<file path="config.mk">
export PLATFORM = sky130hd
export DESIGN_NAME = traffic_ctrl_param
export DESIGN_NICKNAME = d
export VERILOG_FILES = /design/src/rtl/traffic_ctrl_param.sv
export SDC_FILE = /design/constraint.sdc
export NUM_CORES = 1
export LEC_CHECK = 0
export BUFFER_PORTS_ARGS = -buffer_cell sky130_fd_sc_hd__buf_2
export CAP_MARGIN = 20
export CORE_ASPECT_RATIO = 0.5
export CORE_UTILIZATION = 55
export DETAILED_ROUTE_END_ITERATION = 12
export PLACE_DENSITY = 0.75
export RECOVER_POWER = 25
export SYNTH_ARGS = -nofsm -noshare
export SYNTH_HDL_FRONTEND = slang
export SYNTH_SLANG_ARGS = --single-unit
export TNS_END_PERCENT = 30
</file>
<file path="constraint.sdc">
create_clock -name clk -period 8.35 [get_ports clk]
set_clock_uncertainty 0.15 [all_clocks]
set_input_delay 0.4175 -clock clk [delete_from_list [all_inputs] [get_ports clk]]
set_output_delay 0.4175 -clock clk [all_outputs]
set_load 0.05 [all_outputs]
</file>
<file path="src/rtl/traffic_ctrl_param.sv">
// Four-approach intersection controller with timed phases and on-demand left turns.
// It latches pedestrian requests, drives the walk heads and shows a per-phase countdown.
module traffic_ctrl_param #(
  parameter int TICK_DIV = 100_000_000,
  parameter int GREEN_T  = 10,
  parameter int LEFT_T   = 5,
  parameter int YELLOW_T = 3,
  parameter int ALLRED_T = 1,
  parameter int WALK_T   = 6,
  parameter int FLASH_T  = 4,
  parameter int CNT_W    = 8
) (
  input  logic             clk,
  input  logic             reset,
  input  logic             car_left_n,
  input  logic             car_left_e,
  input  logic             ped_req_n,
  input  logic             ped_req_e,
  output logic [2:0]       north_lights,
  output logic [2:0]       north_left_lights,
  output logic [2:0]       east_lights,
  output logic [2:0]       east_left_lights,
  output logic [2:0]       walk_north,
  output logic [2:0]       walk_east,
  output logic [3:0]       phase,
  output logic [CNT_W-1:0] countdown
);

  localparam int PW = $clog2(TICK_DIV);
  localparam logic [PW-1:0] PRESC_MAX = PW'(TICK_DIV - 1);

  typedef enum logic [3:0] {
    NS_ALLRED = 4'd0, NS_LEFT_G = 4'd1, NS_LEFT_Y = 4'd2, NS_G = 4'd3, NS_Y = 4'd4,
    EW_ALLRED = 4'd5, EW_LEFT_G = 4'd6, EW_LEFT_Y = 4'd7, EW_G = 4'd8, EW_Y = 4'd9
  } state_e;

  state_e           state_q, state_d;
  logic [PW-1:0]    presc_q, presc_d;
  logic [CNT_W-1:0] timer_q, timer_d;
  logic             left_n_q, left_n_d, left_e_q, left_e_d;
  logic             ped_n_q, ped_n_d, ped_e_q, ped_e_d;
  logic             walk_act_n_q, walk_act_n_d, walk_act_e_q, walk_act_e_d;
  logic [2:0]       north_q, north_d, north_left_q, north_left_d;
  logic [2:0]       east_q, east_d, east_left_q, east_left_d;
  logic [2:0]       walk_n_q, walk_n_d, walk_e_q, walk_e_d;
  logic [3:0]       phase_q, phase_d;
  logic [CNT_W-1:0] countdown_q, countdown_d;
  logic             tick_s, adv_s, changed_s;

  function automatic logic [CNT_W-1:0] dur_of(input state_e s);
    logic [CNT_W-1:0] d;
    case (s)
      NS_ALLRED, EW_ALLRED:             d = CNT_W'(ALLRED_T);
      NS_LEFT_G, EW_LEFT_G:             d = CNT_W'(LEFT_T);
      NS_LEFT_Y, EW_LEFT_Y, NS_Y, EW_Y: d = CNT_W'(YELLOW_T);
      NS_G, EW_G:                       d = CNT_W'(GREEN_T);
      default:                          d = CNT_W'(ALLRED_T);
    endcase
    return d;
  endfunction

  function automatic logic [2:0] head(input state_e s, input state_e g, input state_e y);
    logic [2:0] h;
    if (s == g) begin
      h = 3'b001;
    end else if (s == y) begin
      h = 3'b010;
    end else begin
      h = 3'b100;
    end
    return h;
  endfunction

  // Ticks elapsed in green follow from the down-counting timer, so no second counter is needed.
  function automatic logic [2:0] walk_head(input logic act, input logic [CNT_W-1:0] timer);
    logic [CNT_W-1:0] el;
    logic [2:0]       h;
    el = CNT_W'(GREEN_T - 1) - timer;
    if (!act) begin
      h = 3'b100;
    end else if (el < CNT_W'(WALK_T)) begin
      h = 3'b001;
    end else if (el < CNT_W'(WALK_T + FLASH_T)) begin
      h = 3'b010;
    end else begin
      h = 3'b100;
    end
    return h;
  endfunction

  // Next-state, timing, request latches and registered output decode
  always_comb begin
    state_d      = state_q;
    presc_d      = presc_q;
    timer_d      = timer_q;
    tick_s       = (presc_q == PRESC_MAX);
    adv_s        = tick_s && (timer_q == {CNT_W{1'b0}});
    case (state_q)
      NS_ALLRED: begin
        if (adv_s) begin
          state_d = left_n_q ? NS_LEFT_G : NS_G;
        end else begin
          state_d = state_q;
        end
      end
      NS_LEFT_G: state_d = adv_s ? NS_LEFT_Y : state_q;
      NS_LEFT_Y: state_d = adv_s ? NS_G      : state_q;
      NS_G:      state_d = adv_s ? NS_Y      : state_q;
      NS_Y:      state_d = adv_s ? EW_ALLRED : state_q;
      EW_ALLRED: begin
        if (adv_s) begin
          state_d = left_e_q ? EW_LEFT_G : EW_G;
        end else begin
          state_d = state_q;
        end
      end
      EW_LEFT_G: state_d = adv_s ? EW_LEFT_Y : state_q;
      EW_LEFT_Y: state_d = adv_s ? EW_G      : state_q;
      EW_G:      state_d = adv_s ? EW_Y      : state_q;
      EW_Y:      state_d = adv_s ? NS_ALLRED : state_q;
      default:   state_d = NS_ALLRED;
    endcase

    changed_s = (state_d != state_q);
    if (changed_s) begin
      presc_d = {PW{1'b0}};
      timer_d = dur_of(state_d) - CNT_W'(1);
    end else if (tick_s) begin
      presc_d = {PW{1'b0}};
      timer_d = timer_q - CNT_W'(1);
    end else begin
      presc_d = presc_q + PW'(1);
      timer_d = timer_q;
    end

    // Clear wins over a simultaneous sensor set; a held sensor re-latches next clock.
    if (changed_s && (state_d == NS_LEFT_G)) begin
      left_n_d = 1'b0;
    end else begin
      left_n_d = left_n_q | car_left_n;
    end
    if (changed_s && (state_d == EW_LEFT_G)) begin
      left_e_d = 1'b0;
    end else begin
      left_e_d = left_e_q | car_left_e;
    end

    if (changed_s && (state_d == NS_G)) begin
      ped_n_d      = 1'b0;
      walk_act_n_d = ped_n_q | ped_req_n;
    end else begin
      ped_n_d      = ped_n_q | ped_req_n;
      walk_act_n_d = (state_d == NS_G) ? walk_act_n_q : 1'b0;
    end
    if (changed_s && (state_d == EW_G)) begin
      ped_e_d      = 1'b0;
      walk_act_e_d = ped_e_q | ped_req_e;
    end else begin
      ped_e_d      = ped_e_q | ped_req_e;
      walk_act_e_d = (state_d == EW_G) ? walk_act_e_q : 1'b0;
    end

    north_d      = head(state_d, NS_G, NS_Y);
    north_left_d = head(state_d, NS_LEFT_G, NS_LEFT_Y);
    east_d       = head(state_d, EW_G, EW_Y);
    east_left_d  = head(state_d, EW_LEFT_G, EW_LEFT_Y);
    walk_n_d     = walk_head(walk_act_n_d && (state_d == NS_G), timer_d);
    walk_e_d     = walk_head(walk_act_e_d && (state_d == EW_G), timer_d);
    phase_d      = state_d;
    countdown_d  = timer_d + CNT_W'(1);
  end

  // State, timing and output registers
  always_ff @(posedge clk or negedge reset) begin
    if (!reset) begin
      state_q      <= NS_ALLRED;
      presc_q      <= {PW{1'b0}};
      timer_q      <= CNT_W'(ALLRED_T - 1);
      left_n_q     <= 1'b0;
      left_e_q     <= 1'b0;
      ped_n_q      <= 1'b0;
      ped_e_q      <= 1'b0;
      walk_act_n_q <= 1'b0;
      walk_act_e_q <= 1'b0;
      north_q      <= 3'b100;
      north_left_q <= 3'b100;
      east_q       <= 3'b100;
      east_left_q  <= 3'b100;
      walk_n_q     <= 3'b100;
      walk_e_q     <= 3'b100;
      phase_q      <= 4'd0;
      countdown_q  <= CNT_W'(ALLRED_T);
    end else begin
      state_q      <= state_d;
      presc_q      <= presc_d;
      timer_q      <= timer_d;
      left_n_q     <= left_n_d;
      left_e_q     <= left_e_d;
      ped_n_q      <= ped_n_d;
      ped_e_q      <= ped_e_d;
      walk_act_n_q <= walk_act_n_d;
      walk_act_e_q <= walk_act_e_d;
      north_q      <= north_d;
      north_left_q <= north_left_d;
      east_q       <= east_d;
      east_left_q  <= east_left_d;
      walk_n_q     <= walk_n_d;
      walk_e_q     <= walk_e_d;
      phase_q      <= phase_d;
      countdown_q  <= countdown_d;
    end
  end

  assign north_lights      = north_q;
  assign north_left_lights = north_left_q;
  assign east_lights       = east_q;
  assign east_left_lights  = east_left_q;
  assign walk_north        = walk_n_q;
  assign walk_east         = walk_e_q;
  assign phase             = phase_q;
  assign countdown         = countdown_q;

endmodule

</file>
==> results of run 1 <==
-- cell usage in the layout (no fill, tap or decap), drive strengths merged, types with 4 or more instances in the layout --
cell type and n:
mux2i 8, dfstp 7, nor4 4, clkbuf 12
nand4 7, a21oi 12, nand3 19, inv 19
nand2 30, nor2 53, and3 8, dfrtp 64
or2 5, nor2b 6, nor3 8, xnor2 17
o21ai 15, xor2 17, ha 12, buf 37
or3 4
-- worst max path at each step --
stage,endpoint,slack [ns]
after floorplan,walk_east[1]$_DFF_PN0_,3.34
after global placement,walk_north[1]$_DFF_PN0_,2.74
after detailed placement,walk_north[2]$_DFF_PN1_,2.60
after CTS,walk_north[2]$_DFF_PN1_,2.49
after global routing,walk_north[2]$_DFF_PN1_,1.84
final,walk_east[2]$_DFF_PN1_,2.43
-- flip-flops by register name (all words and copies together), names as in the netlist --
signal,cells
countdown,8
ped_e_q,1
walk_east,3
north_lights,3
left_e_q,1
walk_act_n_q,1
phase,4
east_left_lights,3
walk_north,3
north_left_lights,3
east_lights,3
walk_act_e_q,1
ped_n_q,1
timer_q,8
presc_q,27
left_n_q,1
-- layer usage --
metal / routed length, um / vias up
met5: 0 / -
li1: - / 1356
met1: 3740 / 1337
met2: 3350 / 68
met4: 34 / 0
met3: 433 / 4
-- power by group through the flow --
stage / clock network, uW / logic (uW) / registers (uW)
5_1_grt: 370 / 9.21 / 344
4_1_cts: 356 / 8.25 / 344
3_3_place_gp: 0 / 7.88 / 350
3_5_place_dp: 0 / 8.28 / 350
6_report: 347 / 7.38 / 344
2_1_floorplan: 0 / 0.0154 / 350
-- through the flow --
step	hold slack, ns	setup WS, ns
after floorplan	-0.0281	3.34
after detailed placement	0.322	2.60
after CTS	0.172	2.49
after global placement	0.317	2.74
final	0.182	2.43
after global routing	0.183	1.84
-- cell type report --
| class | count | area [sq um] |
|---|---|---|
| fillers | 503 | 2060 |
| flip-flops and latches | 71 | 1790 |
| multi-input cells | 270 | 1760 |
| clock buffers | 11 | 243 |
| repair buffers | 38 | 194 |
| well taps | 88 | 110 |
| inverters | 19 | 71.3 |
| clock inverters | 5 | 33.8 |
-- cell families (layout without fill, tap and decap cells) --
kind of cell,Yosys count,count (layout),share of synthesized area
flip-flops,71,71,0.487
XOR/XNOR,34,34,0.0812
AO/OA/AOI/OAI,49,49,0.0867
buffers and inverters,29,73,0.0338
adder cells (fa/ha/maj),12,12,0.0409
AND/OR/NAND/NOR,166,166,0.241
multiplexers,9,9,0.0293
-- worst max-delay path, cell delays in order, from the launching register on --
cell and delay [ns]:
sky130_fd_sc_hd__dfrtp_1 0.38, sky130_fd_sc_hd__ha_1 0.22, sky130_fd_sc_hd__nand4_1 0.16, sky130_fd_sc_hd__nand4bb_1 0.47, sky130_fd_sc_hd__nor3_1 0.74, sky130_fd_sc_hd__a21oi_1 0.13, sky130_fd_sc_hd__a311o_1 0.41, sky130_fd_sc_hd__inv_1 0.12
sky130_fd_sc_hd__ha_1 0.18, sky130_fd_sc_hd__inv_1 0.06, sky130_fd_sc_hd__nor4bb_1 0.46, sky130_fd_sc_hd__nor2_1 0.14, sky130_fd_sc_hd__inv_1 0.08, sky130_fd_sc_hd__ha_1 0.25, sky130_fd_sc_hd__nand2_1 0.06, sky130_fd_sc_hd__o21ai_0 0.07
sky130_fd_sc_hd__o21ai_0 0.58, sky130_fd_sc_hd__inv_1 0.10, sky130_fd_sc_hd__ha_1 0.25, sky130_fd_sc_hd__inv_1 0.08, sky130_fd_sc_hd__a21boi_0 0.08, sky130_fd_sc_hd__nor3_1 0.24, sky130_fd_sc_hd__mux2i_2 0.18, sky130_fd_sc_hd__nand4b_1 0.22
==> impl_metrics.yaml, run 1 <==
placement:
  placed_cell_area_sq_mm: 0.00392
  gp_routability_congestion: 0.882
  post-dp-hpwl_um: 5310
  io_buffers: 35
  place_inst: 486
routing:
  drt-total-wl_um: 7560
  vias: 2765
  detailedRoute.firstIterationViolations: 249
  via_per_inst: 5.51
  firstDrtPassIters: 4
  remaining_drc_errors: 0
  post_route_ant_nets: 0
  route.detailed.wl_per_inst_um: 15.1
sta:
  rsz0062_at_grt: "false"
  slew-limit-headroom: -1.44
  worst_slew_pin_slew_ns: 3.66
  timing.fmax_mhz: 169
  final_slew_violations: 72
  finalCriticalPeriod_ns: 5.92
  timing.final.hold_violations: 0
  final_min_period_over_clock_period: 0.709
  setup_viol_count_final: 0
  tns_ns: 0
grt:
  grt.met1_usage: 0.311
  grt_antenna_before_repair: 0
  busiest_layer: "met2"
  groute.layer.met3.usage: 0.0725
  met2_usage: 0.374
  grt_first_pass_wirelength_um: 12600
  grt-ovfl-total: 0
  globalRouteTotalUtil: 0.236
  vias_in_the_first_global_route: 2603
  grt_start_max_net_pins: 72
finish:
  final_cell_count_without_fillers: 502
  final_cell_area_sq_mm: 0.00420
  insertedDiodeCount: 0
  area.growth.synth_to_final_pct: 14.4
  finish.net_count: 427
  layout.core_utilization: 0.671
  drive_above_1_share: 0.174
outcome:
  violations: "max-capacitance violations, max-slew violations"
  status: "complete, but fails checks"
cts:
  post-cts-setup-buffers: 0
  htree_depth: 3
  cts_buffers: 9
  clk-insertion-delay-late_ns: 0.33
  clkSlewWorstSetupHoldPaths_ns: 0.05
  cts_buffer_depth: 2
  cts_resized: 0
  root_buffer: "sky130_fd_sc_hd__clkbuf_16"
  tritoncts_num_sinks: 71
  cts_hold_buffers: 0
  tritoncts: "built"
critical_path:
  cp-end-kind: "register"
  critical_path_arrival_ns: 6.00
  critPathLaunchType: "register"
  regToRegEndpoint: "walk_east[2]$_DFF_PN1_"
  worst-setup-path-type: "register to register"
  critical_path.reg2reg.startpoint: "presc_q[0]$_DFF_PN0_"
  critPathLaunch: "presc_q[0]$_DFF_PN0_"
  regToRegSetupSlack_ns: 2.43
  rr_worst_depth: 23
  worst_ep_required_time_ns: 8.43
  cp_max_fo: 9
pwr:
  share_clk_of_total_power: 0.496
  power_per_cell_area_mw_per_mm2: 167
  netSwitchingFraction: 0.208
  share_of_total_power_in_sequential_cells: 0.493
  internal-power_uw: 554
  power.combinational.fraction: 0.011
  ir_worst_vdd_mv: 0.101
  static-leakage-power_uw: 0.00206
  report.power.total_uw: 699
  p_sw_uw: 145
min_path:
  hold_path_startpoint: "car_left_e"
  hold_path_depth: 3
  min_to: "left_e_q$_DFF_PN0_"
  worstHoldPathType: "input pin to register"
synth:
  synth_most_common_cell: "sky130_fd_sc_hd__dfrtp_1"
  synth-seq-cells: 71
  synth_top_area_share: 0.437
  yosysTopAreaCell: "sky130_fd_sc_hd__dfrtp_1"
  synth.avg_cell_area_sq_um: 9.91
  synth-edff-count: 0
  netlist_top_cells_area: "sky130_fd_sc_hd__dfrtp_1, sky130_fd_sc_hd__nor2_1, sky130_fd_sc_hd__dfstp_2, sky130_fd_sc_hd__ha_1, sky130_fd_sc_hd__xnor2_1"
  syn_inst: 370
  mappedNetlistArea_sq_mm: 0.00367
  syn_nets: 388
  synth_cell_type_count: 56
  synth_ff_type: "sky130_fd_sc_hd__dfrtp_1"
  synth-warning-count: 0
  synth.yosys.seq_area_share: 0.487
  netlist_top_cells_count: "sky130_fd_sc_hd__dfrtp_1, sky130_fd_sc_hd__nor2_1, sky130_fd_sc_hd__nand2_1"
  synthArstFlopShare: 1.00
job:
  max-cap-violations: 1
floorplanning:
  core_region_area_sq_mm: 0.00626
  die_width_um: 117
  io_pins: 36
  dieHeight_um: 59.7
  floorplan.die_area_sq_mm: 0.00702
  placementRows: 20
  floorplan.initialDensity: 0.586
No activity file was read; power rests on OpenSTA's default activity.
==> run 2, diff against run 1 <==
Clock period 8.35 ns to 6.2 ns, I/O delays scaled along.
==> run 2 against run 1 <==
Total power increased by 53%. First-iteration DRC count decreased by 31%. Register-to-register slack got worse by 1.8 ns. Die area unchanged. The flow still finishes with violations (max-capacitance violations, max-slew violations). Clock-buffer cell count decreased by 1. Sequential power increased by 35%. Worst hold slack got worse by 0.10 ns.
==> impl_metrics.yaml, run 2 (synthesis gave the netlist of run 1 again) <==
critical_path:
  cp_slowest_stage_delay_ns: 0.60
  crit_buf_inv: 5
  critical_path.top_delay_family: "simple AND/OR/NAND/NOR gates"
  sequence_of_cells_on_the_critical_path: "ha_1 > nand4_1 > nand4bb_1 > nor3_1 > buf_4 > a21oi_1 > a311o_1 > inv_1 > ha_1 > inv_1 > nor4bb_1 > nor2_1 > inv_1 > ha_1 > nand2_1 > o21ai_0 > o21ai_0 > inv_1 > ha_1 > xnor2_1 > mux2i_1 > nand3_1 > nor2_1"
  critPathLaunchType: "register"
  cp-end-kind: "register"
  critical_path_arrival_ns: 5.68
  worst-setup-path-type: "register to register"
  worst_ep_required_time_ns: 6.31
  critPathSlowestCell: "sky130_fd_sc_hd__o21ai_0"
  cp_max_fo: 9
routing:
  drt-total-wl_um: 7650
  detailedRoute.firstIterationViolations: 173
  route.detailed.wl_per_inst_um: 15.2
  via_per_inst: 5.47
  vias: 2759
  firstDrtPassIters: 4
  remaining_drc_errors: 0
  post_route_ant_nets: 0
sta:
  setup_viol_count_final: 0
  timing.final.hold_violations: 0
  finalCriticalPeriod_ns: 5.57
  final_min_period_over_clock_period: 0.898
  final_slew_violations: 72
  slew-limit-headroom: -1.42
  tns_ns: 0
  rsz0062_at_grt: "false"
  worst_slew_pin_slew_ns: 3.63
  timing.fmax_mhz: 180
grt:
  grt_start_max_net_pins: 72
  grt_antenna_before_repair: 0
  grt-ovfl-total: 0
  globalRouteTotalUtil: 0.240
  vias_in_the_first_global_route: 2595
  grt_first_pass_wirelength_um: 12800
cts:
  tritoncts: "built"
  cts_hold_buffers: 0
  root_buffer: "sky130_fd_sc_hd__clkbuf_16"
  clkSlewWorstSetupHoldPaths_ns: 0.06
  cts_resized: 0
  cts_buffer_depth: 2
  post-cts-setup-buffers: 0
  cts_buffers: 9
  clk-insertion-delay-late_ns: 0.33
  tritoncts_num_sinks: 71
  htree_depth: 3
outcome:
  violations: "max-capacitance violations, max-slew violations"
  status: "complete, but fails checks"
floorplanning:
  placementRows: 20
  floorplan.initialDensity: 0.586
  die_width_um: 117
  floorplan.die_area_sq_mm: 0.00702
  core_region_area_sq_mm: 0.00626
  io_pins: 36
  dieHeight_um: 59.7
finish:
  layout.cells.most_common_list: "sky130_fd_sc_hd__dfrtp_1, sky130_fd_sc_hd__nor2_1, sky130_fd_sc_hd__buf_2, sky130_fd_sc_hd__nand2_1"
  drive_above_1_share: 0.180
  top_register: "presc_q"
  fill_cells: 487
  most_frequent_standard_cell_in_the_layout_excluding_fill_and_tap_cells: "sky130_fd_sc_hd__dfrtp_1"
  insertedDiodeCount: 0
  area.growth.synth_to_final_pct: 16.7
  final_cell_area_sq_mm: 0.00428
  largest_register_ffs: 27
  finish.net_count: 429
placement:
  placed_cell_area_sq_mm: 0.00394
  gp_routability_congestion: 0.916
  io_buffers: 35
  post-dp-hpwl_um: 5400
min_path:
  worstHoldPathType: "input pin to register"
pwr:
  ir_worst_vdd_mv: 0.172
  static-leakage-power_uw: 0.00211
  netSwitchingFraction: 0.188
  internal-power_uw: 867
  report.power.total_uw: 1070
  power_per_cell_area_mw_per_mm2: 250
  share_of_total_power_in_sequential_cells: 0.434
  power.combinational.fraction: 0.009
  p_sw_uw: 201
  share_clk_of_total_power: 0.556
job:
  max-cap-violations: 1
## run 2: final timing paths
kind	startpoint	to	slack [ns]	cells past startpoint
min	car_left_n	left_n_q$_DFF_PN0_	0.08	3
max reg2reg	presc_q[0]$_DFF_PN0_	walk_north[1]$_DFF_PN0_	0.63	23
min in group asynchronous	reset	presc_q[15]$_DFF_PN0_	1.17	2
min reg2reg	presc_q[0]$_DFF_PN0_	presc_q[0]$_DFF_PN0_	0.35	1
max in group asynchronous	reset	countdown[7]$_DFF_PN0_	2.69	2
max	presc_q[0]$_DFF_PN0_	walk_north[1]$_DFF_PN0_	0.63	23
## run 2: power by group through the flow
stage,clock (uW),sequential (uW),combinational [uW]
floorplan,0,472,0.0205
global placement,0,472,10.7
CTS,604,464,11.1
finish,594,464,9.92
global route,621,464,12.1
detailed placement,0,472,11.2
## run 2: area by class of cell
class / instances / area [sq um] / share of cell area
multi-input cells: 270 / 1760 / 0.411
flip-flops and latches: 71 / 1790 / 0.417
inverters: 19 / 71.3 / 0.0167
clock buffers: 10 / 239 / 0.0558
well taps: 88 / 110 / 0.0257
clock inverters: 6 / 108 / 0.0251
repair buffers: 40 / 209 / 0.0488
## run 2: per-layer routing
metal,wire length [um],global-route usage,up-vias
li1,-,-,1353
met3,453,0.0649,9
met1,3730,0.320,1333
met2,3400,0.385,64
met5,0,0,-
met4,72,0.0806,0
## run 2: metrics by stage
stage | setup WS, ns | hold WS, ns | instances | util
after detailed placement | 0.708 | 0.352 | 488 | 0.629
after global routing | 0.0401 | 0.0845 | 504 | 0.684
after CTS | 0.642 | 0.0616 | 504 | 0.685
final | 0.631 | 0.0813 | 504 | 0.684
after global placement | 0.960 | 0.310 | 488 | 0.629
after floorplan | 1.19 | -0.136 | 370 | -
## run 2: tightest hold or removal path: stages
cell                      delay [ns]
sky130_fd_sc_hd__buf_2          0.07
sky130_fd_sc_hd__nor2_1         0.03
sky130_fd_sc_hd__a21oi_1        0.10
==> run 3, diff against run 2 <==
Settings changed: CORE_UTILIZATION 55 to 34, PLACE_DENSITY 0.75 to default.
==> run 3 against run 2 <==
The flow still finishes with violations (max-capacitance violations, max-slew violations). Via count fell by 1.1%. Fmax rose by 1.9%. Worst setup slack improved by 0.10 ns. Clock-buffer cell count did not move. Clock power fell by 13%. Worst hold slack got worse by 0.0054 ns. Wire length rose by 2.3%. Total power fell by 7.4%. Critical endpoint is now walk_east[1]$_DFF_PN0_.
==> impl_metrics.yaml, run 3 (synthesis gave the netlist of run 1 again) <==
cts:
  clkSlewWorstSetupHoldPaths_ns: 0.06
  cts_buffers: 9
  cts_hold_buffers: 0
  tritoncts_num_sinks: 71
  post-cts-setup-buffers: 0
  cts_buffer_depth: 2
  tritoncts: "built"
  cts_resized: 0
  clk-insertion-delay-late_ns: 0.33
  htree_depth: 3
  root_buffer: "sky130_fd_sc_hd__clkbuf_16"
critical_path:
  critPathSlowestCell: "sky130_fd_sc_hd__nor4bb_1"
  worst_ep_required_time_ns: 6.32
  cp_slowest_stage_delay_ns: 0.46
  cp_max_fo: 9
  critical_path_arrival_ns: 5.59
  critPathLaunchType: "register"
  cp-end-kind: "register"
  worst-setup-path-type: "register to register"
  sequence_of_cells_on_the_critical_path: "ha_1 > nand4_1 > nand4bb_1 > nor3_1 > buf_4 > a21oi_1 > a311o_1 > inv_1 > ha_1 > inv_1 > nor4bb_1 > nor2_1 > inv_1 > ha_1 > a21boi_0 > a311o_1 > o21ai_0 > inv_1 > ha_1 > xnor2_1 > mux2i_1 > nand3_1 > nor2_1"
routing:
  detailedRoute.firstIterationViolations: 154
  firstDrtPassIters: 4
  via_per_inst: 4.91
  drt-total-wl_um: 7830
  vias: 2730
  remaining_drc_errors: 0
  route.detailed.wl_per_inst_um: 14.1
  post_route_ant_nets: 0
grt:
  grt_start_max_net_pins: 72
  grt_first_pass_wirelength_um: 12800
  grt-ovfl-total: 0
  grt_antenna_before_repair: 0
  globalRouteTotalUtil: 0.150
  vias_in_the_first_global_route: 2553
placement:
  io_buffers: 35
  post-dp-hpwl_um: 5470
  place_inst: 540
  gp_routability_congestion: 0.818
finish:
  drive_above_1_share: 0.180
  area.growth.synth_to_final_pct: 17.2
  finish.net_count: 429
  final_cell_count_without_fillers: 556
  layout.cells.most_common_list: "sky130_fd_sc_hd__dfrtp_1, sky130_fd_sc_hd__nor2_1, sky130_fd_sc_hd__buf_2, sky130_fd_sc_hd__nand2_1"
  insertedDiodeCount: 0
  largest_register_ffs: 27
  most_frequent_standard_cell_in_the_layout_excluding_fill_and_tap_cells: "sky130_fd_sc_hd__dfrtp_1"
  top_register: "presc_q"
min_path:
  worstHoldPathType: "input pin to register"
pwr:
  ir_worst_vdd_mv: 0.120
  p_sw_uw: 204
  static-leakage-power_uw: 0.00209
  power.combinational.fraction: 0.010
  share_of_total_power_in_sequential_cells: 0.469
  share_clk_of_total_power: 0.520
  internal-power_uw: 785
  netSwitchingFraction: 0.206
  power_per_cell_area_mw_per_mm2: 230
floorplanning:
  dieHeight_um: 75.4
  die_width_um: 149
  floorplan.initialDensity: 0.354
  core_region_area_sq_mm: 0.0103
  floorplan.die_area_sq_mm: 0.0112
  placementRows: 26
  io_pins: 36
sta:
  final_min_period_over_clock_period: 0.882
  timing.final.hold_violations: 0
  final_slew_violations: 72
  timing.fmax_mhz: 183
  finalCriticalPeriod_ns: 5.47
  setup_viol_count_final: 0
  worst_slew_pin_slew_ns: 3.81
  tns_ns: 0
  rsz0062_at_grt: "false"
  slew-limit-headroom: -1.54
outcome:
  status: "complete, but fails checks"
  violations: "max-capacitance violations, max-slew violations"
job:
  max-cap-violations: 1
-- run 3: path summary, 6_finish.rpt --
kind | endpoint | slack (ns) | depth (start not counted) | start
hold / removal | left_n_q$_DFF_PN0_ | 0.08 | 3 | car_left_n
setup / recovery | walk_east[1]$_DFF_PN0_ | 0.73 | 23 | presc_q[0]$_DFF_PN0_
hold reg to reg | presc_q[0]$_DFF_PN0_ | 0.33 | 1 | presc_q[0]$_DFF_PN0_
setup reg to reg | walk_east[1]$_DFF_PN0_ | 0.73 | 23 | presc_q[0]$_DFF_PN0_
min in group asynchronous | north_lights[1]$_DFF_PN0_ | 1.25 | 2 | reset
max in group asynchronous | left_e_q$_DFF_PN0_ | 2.51 | 2 | reset
-- run 3: routing by layer --
metal | share of wire | vias up | global-route usage
met5 | 0 | - | 0
met4 | 0.020 | 0 | 0.0612
met3 | 0.030 | 14 | 0.0419
met2 | 0.43 | 56 | 0.227
met1 | 0.52 | 1302 | 0.204
li1 | - | 1358 | -
-- run 3: power by group through the flow --
stage / registers, uW / clock network [uW] / logic, uW
2_1_floorplan: 472 / 0 / 0.0205
3_3_place_gp: 472 / 0 / 11.5
3_5_place_dp: 472 / 0 / 11.5
4_1_cts: 464 / 527 / 11.6
5_1_grt: 464 / 545 / 12.8
6_report: 464 / 515 / 10.3
-- run 3: critical path, delay by kind of cell (launching register included) --
family / cells / cell delay (ns)
adders and majority gates: 4 / 0.90
buffers and inverters: 5 / 0.55
xor gates and xnor gates: 1 / 0.34
AOI/OAI and AO/OA: 5 / 1.13
DFF: 1 / 0.38
and+or+nand+nor: 7 / 1.68
muxes: 1 / 0.27
-- run 3: final cells by class --
| cell class | count | area (sq um) |
|---|---|---|
| Fill cell | 1029 | 6050 |
| Tap cell | 140 | 175 |
| Clock buffer | 10 | 239 |
| Inverter | 19 | 71.3 |
| Clock inverter | 6 | 60.1 |
| Sequential cell | 71 | 1790 |
| Timing Repair Buffer | 40 | 209 |
| Multi-Input combinational cell | 270 | 1760 |
-- run 3: stage by stage --
stage	worst slack, ns	utilization	hold WS (ns)	total power [uW]	instance area, sq um
final	0.733	0.415	0.0760	989	4300
after global routing	0.177	0.415	0.0822	1020	4300
after CTS	0.773	0.416	0.0689	1000	4300
after detailed placement	0.810	0.387	0.324	483	4000
after global placement	0.928	0.387	0.319	483	4000
after floorplan	1.19	-	-0.136	472	3670
